**src/rtl/seq_muladd_pkg.sv**
```systemverilog
// Shared definitions for the shift-add reconstructor: state encodings and default width.
package seq_muladd_pkg;
  localparam int DEF_BITS = 4;

  typedef enum logic [1:0] {
    ST_IDLE = 2'd0,
    ST_RUN  = 2'd1,
    ST_DONE = 2'd2
  } state_t;
endpackage

```
**src/rtl/seq_muladd_step.sv**
```systemverilog
// One shift-add iteration: acc + (bit_en ? divider << shift : 0), purely combinational.
module muladd_step #(
  parameter int BITS = 4,
  parameter int SW   = 2
) (
  input  logic [2*BITS-1:0] acc,
  input  logic [BITS-1:0]   divider,
  input  logic              bit_en,
  input  logic [SW-1:0]     shift,
  output logic [2*BITS-1:0] sum
);
  logic [2*BITS-1:0] addend;

  assign addend = bit_en ? ({{BITS{1'b0}}, divider} << shift) : '0;
  assign sum    = acc + addend;
endmodule

```
**src/rtl/seq_muladd.sv**
```systemverilog
// Sequential quotient*divider + modulo, one quotient bit per clock, start/busy/done handshake.
module seq_muladd
  import seq_muladd_pkg::*;
#(
  parameter int BITS = DEF_BITS
) (
  input  logic              clk,
  input  logic              rst,
  input  logic              start,
  input  logic [BITS-1:0]   quotient,
  input  logic [BITS-1:0]   divider,
  input  logic [BITS-1:0]   modulo,
  output logic              busy,
  output logic              done,
  output logic [2*BITS-1:0] product,
  output logic              err
);
  localparam int CW = (BITS > 1) ? $clog2(BITS) : 1;
  localparam logic [CW-1:0] LAST = CW'(BITS - 1);

  state_t            state;
  logic [BITS-1:0]   q_lat;
  logic [BITS-1:0]   d_lat;
  logic [2*BITS-1:0] acc;
  logic [2*BITS-1:0] acc_nxt;
  logic [CW-1:0]     idx;
  logic              err_r;

  muladd_step #(.BITS(BITS), .SW(CW)) u_step (
    .acc     (acc),
    .divider (d_lat),
    .bit_en  (q_lat[idx]),
    .shift   (idx),
    .sum     (acc_nxt)
  );

  always_ff @(posedge clk or posedge rst) begin
    if (rst) begin
      state   <= ST_IDLE;
      q_lat   <= '0;
      d_lat   <= '0;
      acc     <= '0;
      idx     <= '0;
      err_r   <= 1'b0;
      busy    <= 1'b0;
      done    <= 1'b0;
      product <= '0;
      err     <= 1'b0;
    end else begin
      done <= 1'b0;
      unique case (state)
        // DONE accepts a new start exactly like IDLE so back-to-back ops lose no cycle.
        ST_IDLE, ST_DONE: begin
          if (start) begin
            q_lat <= quotient;
            d_lat <= divider;
            acc   <= {{BITS{1'b0}}, modulo};
            idx   <= '0;
            err_r <= (divider == '0) || (modulo >= divider);
            busy  <= 1'b1;
            state <= ST_RUN;
          end else begin
            state <= ST_IDLE;
          end
        end
        ST_RUN: begin
          acc <= acc_nxt;
          idx <= idx + CW'(1);
          if (idx == LAST) begin
            state   <= ST_DONE;
            busy    <= 1'b0;
            done    <= 1'b1;
            product <= acc_nxt;
            err     <= err_r;
          end
        end
        default: state <= ST_IDLE;
      endcase
    end
  end
endmodule

```
**config.mk**
```make
export PLATFORM = sky130hd
export DESIGN_NAME = seq_muladd
export DESIGN_NICKNAME = d
export VERILOG_FILES = /design/src/rtl/seq_muladd_pkg.sv /design/src/rtl/seq_muladd_step.sv /design/src/rtl/seq_muladd.sv
export SDC_FILE = /design/constraint.sdc
export NUM_CORES = 1
export LEC_CHECK = 0
export CAP_MARGIN = 10
export CORE_MARGIN = 8
export CORE_UTILIZATION = 56
export CTS_BUF_LIST = sky130_fd_sc_hd__clkbuf_2 sky130_fd_sc_hd__clkbuf_4 sky130_fd_sc_hd__clkbuf_8
export DETAILED_ROUTE_END_ITERATION = 12
export GPL_TIMING_DRIVEN = 1
export PLACE_DENSITY = 0.81
export REMOVE_ABC_BUFFERS = 1
export SKIP_CTS_REPAIR_TIMING = 1
export SYNTH_ARGS = -nofsm -noshare
export SYNTH_HDL_FRONTEND = slang
export SYNTH_SLANG_ARGS = --single-unit
```
**constraint.sdc**
```tcl
create_clock -name clk -period 3.6 [get_ports clk]
set_clock_uncertainty 0.1 [all_clocks]
set_input_delay 0.36 -clock clk [delete_from_list [all_inputs] [get_ports clk]]
set_output_delay 0.36 -clock clk [all_outputs]
set_load 0.02 [all_outputs]
```
# ---- Yosys cells after proc, flatten, opt, wreduce, memory -nomap -nowiden
# Index checks and enable logic that the tools add are counted.
dict set report word_totals {
  inputBits 15
  latch_bits 0
  ram_bits 0
  mem_count 0
  mem_bits_ro 0
  word_cells 44
  ff_bits 32
}
dict set report op_classes {
  mul 0
  n_div 0
  n_eq_ne 5
  bitwise_logic 0
  n_addsub 2
  magnitude_cmp 2
  mux 15
  n_shift 1
  reduce_logical 9
}
# op n
set op_table {}
lappend op_table {{$mux W8} 2}
lappend op_table {{$pmux W8 S2} 1}
lappend op_table {{$add A8 B8 Y8} 1}
lappend op_table {{$pmux W2 S2} 2}
lappend op_table {{$shl A4 B2 Y8} 1}
lappend op_table {{$mux W1} 6}
lappend op_table {{$reduce_and A2 Y1} 3}
lappend op_table {{$eq A2 B2 Y1 const B} 2}
lappend op_table {{$ge A4 B4 Y1} 1}
lappend op_table {{$logic_not A4 Y1} 1}
lappend op_table {{$mux W2} 2}
lappend op_table {{$ne A2 B2 Y1 const B} 2}
lappend op_table {{$lt A2 B3 Y1 const B} 1}
lappend op_table {{$reduce_and A3 Y1} 1}
lappend op_table {{$add A2 B1 Y2 const B} 1}
lappend op_table {{$bmux W1 S2} 1}
lappend op_table {{$eq A2 B1 Y1 const B} 1}
lappend op_table {{$logic_not A2 Y1} 1}
lappend op_table {{$pmux W1 S2} 1}
lappend op_table {{$reduce_bool A2 Y1} 1}
lappend op_table {{$reduce_or A2 Y1} 1}
lappend op_table {{$logic_or A1 B1 Y1} 1}

# ---- Logic depth before layout (Yosys ltp)
dict set report logic_depth {
  word_depth 5
  depth_mapped 10
  depth_no_buf 8
}

# ---- Modules after synthesis
# From an unflattened synthesis, not the netlist that was laid out.
dict set report unflattened {
  cells_unflattened 157
  hier_area_um2 1839.3
}
# mod cells_each area_each_um2 instances
set modules_own_cells {}
lappend modules_own_cells {seq_muladd 98 1400.1 1}
lappend modules_own_cells {muladd_step 59 439.2 1}

# ---- Worst setup path before layout
# Ideal clock, no wire load.
dict set report synth_path {
  kind {flip-flop to flip-flop}
  startpoint {register idx[0]}
  endpoint {register product[6]}
  arrival_ps 2381
  path_stages_with_launch 8
  period_less_slack_ps 2549
  setup_time_ps 69
  path_buffers 0
  slack_ps 1051
  required_time_ps 3431
  cell_sequence {dfrtp_1 -> mux4_2 -> and2_1 -> ha_1 -> nor2b_4 -> o31a_1 -> or4_1 -> nand3_1}
}
dict set report synth_via {
  elab_chain_len 4
  elab_cells_between_ends 7
}
# element line
set synth_rtl {}
lappend synth_rtl {{from (decl)} seq_muladd.sv:26} ;# logic [CW-1:0] idx;
lappend synth_rtl {{from (signal assigned)} seq_muladd.sv:68} ;# idx <= idx + CW'(1);
lappend synth_rtl {{$bmux W1 S2} seq_muladd.sv:32} ;# .bit_en (q_lat[idx]),
lappend synth_rtl {{$mux W1 (not written as such)} seq_muladd.sv:32}
lappend synth_rtl {{$mux W8} seq_muladd_step.sv:14} ;# assign addend = bit_en ? ({{BITS{1'b0}}, divider} << shift) : '0;
lappend synth_rtl {{$add A8 B8 Y8} seq_muladd_step.sv:15} ;# assign sum = acc + addend;
lappend synth_rtl {{to (signal assigned)} seq_muladd.sv:73} ;# product <= acc_nxt;
lappend synth_rtl {{to (decl)} seq_muladd.sv:15} ;# output logic [2*BITS-1:0] product,
# Several ways; a longest one is shown, not always the timed one. The select of a mux whose other input is x is not followed.
# A chain may end at the register's enable or synchronous reset.

# ---- Final worst setup path
dict set report layout_path {
  startpoint {register idx[0]}
  endpoint {register acc[6]}
}
dict set report layout_via {
  elab_chain_len 5
  elab_cells_between_ends 6
}
# element line
set layout_rtl {}
lappend layout_rtl {{$bmux W1 S2} seq_muladd.sv:32}
lappend layout_rtl {{$mux W1 (not written as such)} seq_muladd.sv:32}
lappend layout_rtl {{$mux W8 (*)} seq_muladd_step.sv:14}
lappend layout_rtl {{$add A8 B8 Y8 (*)} seq_muladd_step.sv:15}
lappend layout_rtl {{$pmux W8 S2 (*)} seq_muladd.sv:51} ;# unique case (state)
lappend layout_rtl {{to (signal assigned)} seq_muladd.sv:57} ;# acc <= {{BITS{1'b0}}, modulo};
lappend layout_rtl {{to (signal assigned)} seq_muladd.sv:67} ;# acc <= acc_nxt;
lappend layout_rtl {{to (decl)} seq_muladd.sv:24} ;# logic [2*BITS-1:0] acc;
# Every way passes the cells marked *; elsewhere a longest branch is shown, timed or not. The select of a mux whose other input is x is not followed.

==> out/qor.log <==
INFO  outcome        outcome=complete, no violations
INFO  layout         drive_above_1_share=8.52%
INFO  clock_network  tritoncts=done
INFO  timing         worstMarginPinSlew=797ps
INFO  synthesis      post_synth_instance_area=0.00186sqmm
INFO  grt            grtUsageTotal=18.2%
INFO  power_and_ir_drop switching_power=0.876mW
INFO  power_and_ir_drop cellPowerDensity=944mW/mm^2
INFO  synthesis      synth_top_cell_area_share=43.0%
INFO  timing         timing.final.max_slew_violations=0
INFO  critical_path  r2r_slack=700ps
INFO  critical_path  critPathBufInv=0
INFO  timing         final.period_utilization=80.6%
INFO  power_and_ir_drop p_int=1.23mW
INFO  floorplan      core_area=0.00326sqmm
INFO  synthesis      synthSimpleGateAreaFrac=22.5%
INFO  floorplan      die-area=0.00543sqmm
INFO  floorplan      die_height=73.7um
INFO  critical_path  r2r_start=idx[0]$_DFFE_PP0P_
INFO  power_and_ir_drop switching_share_of_power=41.6%
INFO  synthesis      synth-main-ff-cell=dfrtp_1
INFO  synthesis      share_of_synthesized_area_spent_on_multiplexers=4.77%
INFO  power_and_ir_drop vdd.ir_drop.worst=0.600mV
INFO  critical_path  timing.critical_path.slowest_cell_delay=620ps
INFO  critical_path  worst-r2r-cell-count=7
INFO  timing         setup-violations-final=0
INFO  drt            drt_pre_antenna_iters=4
INFO  placement      port_buffers=25
INFO  critical_path  crit_path_start_kind=flop
INFO  synthesis      post_synth_fa_ha_maj_area_fraction=9.13%
INFO  synthesis      yosys_register_bits=32
INFO  synthesis      ys_types=47
INFO  floorplan      chipWidth=73.7um
INFO  drt            drcViolationCount=0
INFO  timing         period_minus_slack=2900ps
INFO  run            max_cap_violations=0
INFO  timing         fmax=345MHz
INFO  grt            grt_remaining_overflow=0
INFO  critical_path  worstPathRequired=3780ps
INFO  critical_path  cp_slowest_cell=dfrtp_1
INFO  synthesis      post_synth_main_area_contributors=dfrtp_1, ha_1, nand2_1, o21ai_0, a21oi_1
INFO  timing         timing_hold_violations_final=0
INFO  grt            grt_first_pass_wirelength=7.58mm
INFO  drt            wl_per_cell=16.1um
INFO  clock_network  cts.sinks=32
INFO  synthesis      synth-edff-count=0
INFO  timing         maxSlewHeadroom=46.8%
INFO  critical_path  worstPathMaxFanout=14
INFO  hold_path      holdCritPathClass=input port to asynchronous set/reset pin
INFO  timing         final_hold_slack=297ps
INFO  synthesis      synth-xor-area-share=1.41%
INFO  grt            antenna_violations_before_repair=0
INFO  layout         finish.cell_count_without_fillers=269
INFO  drt            drt.antenna.violating_nets=0
INFO  critical_path  critPathKind=flop to flop
INFO  synthesis      netlist.top_cell.by_area=dfrtp_1
INFO  synthesis      synth-warning-count=0
INFO  floorplan      core.rowCount=21
INFO  clock_network  clk_transition_reported_paths=100ps
INFO  clock_network  clockRootBuffer=clkbuf_4
INFO  placement      numPlacedInstances=261
INFO  power_and_ir_drop leakagePower=1.02nW
INFO  timing         setup_tns=0ps
INFO  drt            first_iter_violations=50
INFO  placement      detailedPlacementHpwl=3.23mm
INFO  layout         signed_area_change_from_the_synthesized_netlist_to_the_final_layout=19.9%
INFO  critical_path  critical_path.top_delay_family=simple AND/OR/NAND/NOR gates
INFO  timing         rsz0062_at_grt=false
INFO  synthesis      netlist_instances=197
INFO  grt            grt_max_degree=33
INFO  synthesis      synth-compound-area-share=14.5%
INFO  clock_network  cts-root-to-sink-buffers=2
INFO  critical_path  endpoint_kind=flop
INFO  clock_network  clock_latency=340ps
INFO  synthesis      synth_sequential_area_ratio=43.0%
INFO  layout         antenna_cells=0
INFO  drt            detail_route.vias_per_cell=5.68
INFO  drt            postRouteWirelength=4.34mm
INFO  synthesis      synth_area_per_cell=9.46squm
INFO  power_and_ir_drop power.sequential.fraction=33.1%
INFO  grt            first_global_vias=1691
INFO  placement      finalWeightedCongestion=0.902
INFO  critical_path  timing.critical_path.arrival=3080ps
INFO  power_and_ir_drop p_clk_share=14.7%
INFO  clock_network  cts_buffers=5
INFO  critical_path  crit_chain=mux4_2, and2_1, ha_1, nor2b_4, o31a_1, or4_1, nand3_1
INFO  layout         num-nets-final=250
INFO  power_and_ir_drop pwr-share-comb=52.2%
INFO  floorplan      start_util=57.2%
INFO  layout         utilization=68.6%
INFO  critical_path  crit-reg2reg-capture=acc[6]$_DFFE_PP0P_
INFO  drt            dr_total_vias=1528
INFO  synthesis      synth_top_family_by_area=simple AND/OR/NAND/NOR gates
INFO  clock_network  htree_levels=2
INFO  synthesis      synth-async-reset-ratio=100%
INFO  floorplan      ios=26
-- area by class of cell --
class,instances,area [sq um]
clock inverter,1,30.0
fill,282,1020
multi-input combinational,145,975
timing repair buffer,27,265
tap,46,57.6
inverter,11,41.3
clock buffer,7,65.1
sequential,32,801
-- metrics by stage --
stage / power, mW / setup slack [ps] / cell area [sq um]
floorplan: 1.44 / 916 / 1820
global placement: 1.74 / 852 / 2140
detailed placement: 1.80 / 733 / 2140
CTS: 2.12 / 708 / 2230
global route: 2.29 / 585 / 2230
finish: 2.11 / 698 / 2230
-- power by group through the flow --
stage | registers (mW) | logic [mW] | clock network (mW)
2_1_floorplan | 0.728 | 0.717 | 0
3_3_place_gp | 0.683 | 1.06 | 0
3_5_place_dp | 0.700 | 1.10 | 0
4_1_cts | 0.695 | 1.11 | 0.317
5_1_grt | 0.722 | 1.23 | 0.338
6_report | 0.698 | 1.10 | 0.310
-- how the worst max path moves through the flow --
stage / startpoint / end / slack [ps] / cells after the start
after floorplan: idx[0]$_DFFE_PP0P_ / acc[6]$_DFFE_PP0P_ / 920 / 7
after global placement: idx[0]$_DFFE_PP0P_ / product[6]$_DFFE_PP0P_ / 850 / 7
after detailed placement: idx[0]$_DFFE_PP0P_ / acc[6]$_DFFE_PP0P_ / 730 / 7
after CTS: idx[0]$_DFFE_PP0P_ / acc[6]$_DFFE_PP0P_ / 710 / 7
after global routing: idx[0]$_DFFE_PP0P_ / acc[6]$_DFFE_PP0P_ / 580 / 7
final: idx[0]$_DFFE_PP0P_ / acc[6]$_DFFE_PP0P_ / 700 / 7
-- registers in the layout (all words and copies together), names as in the netlist --
register,count
acc,8
product,8
d_lat,4
q_lat,4
idx,2
state,2
busy,1
done,1
err,1
err_r,1
-- metal layers --
layer | up-vias | GRT usage (%) | part of all wire [%] | wire length [um]
li1 | 755 | - | - | -
met1 | 721 | 19.9 | 42 | 1820
met2 | 46 | 31.4 | 51 | 2220
met3 | 6 | 5.32 | 5.3 | 231
met4 | 0 | 8.20 | 1.4 | 61
met5 | - | 0 | 0 | 0
-- cell families after synthesis --
family,count (synthesis)
AO/OA/AOI/OAI,43
XOR/XNOR,3
multiplexers,6
flip-flops,32
AND/OR/NAND/NOR,80
buffers and inverters,20
adder cells (fa/ha/maj),13
-- cells in the mapped netlist, drive strengths merged (3+ instances only) --
cell / number
nand3b: 3
mux2: 3
nor3: 5
dfrtp: 32
nand2: 35
nor2: 5
a21oi: 9
clkbuf: 6
nor2b: 3
o21ai: 16
ha: 12
nand3: 7
and3: 3
buf: 3
inv: 11
and2: 4
nand2b: 4
-- tightest hold or removal path, stage by stage --
cell,delay [ps]
clkdlybuf4s50_1,400
inv_1,50
buf_4,360
-- layout by cell type (no fill, tap or decap), types with 3 or more instances in the layout --
cell / synthesis / final
ha_1: 12 / 12
clkdlybuf4s50_1: 0 / 25
nand2b_1: 4 / 4
inv_1: 11 / 11
nor2_1: 5 / 5
a21oi_1: 9 / 9
dfrtp_1: 32 / 32
nand3_1: 7 / 7
o21ai_1: 5 / 5
clkbuf_4: 0 / 5
nand2_1: 35 / 35
mux2_2: 3 / 3
o21ai_0: 11 / 11
and2_1: 4 / 4
nor3_1: 5 / 5
No activity file was read; power rests on OpenSTA's default activity.
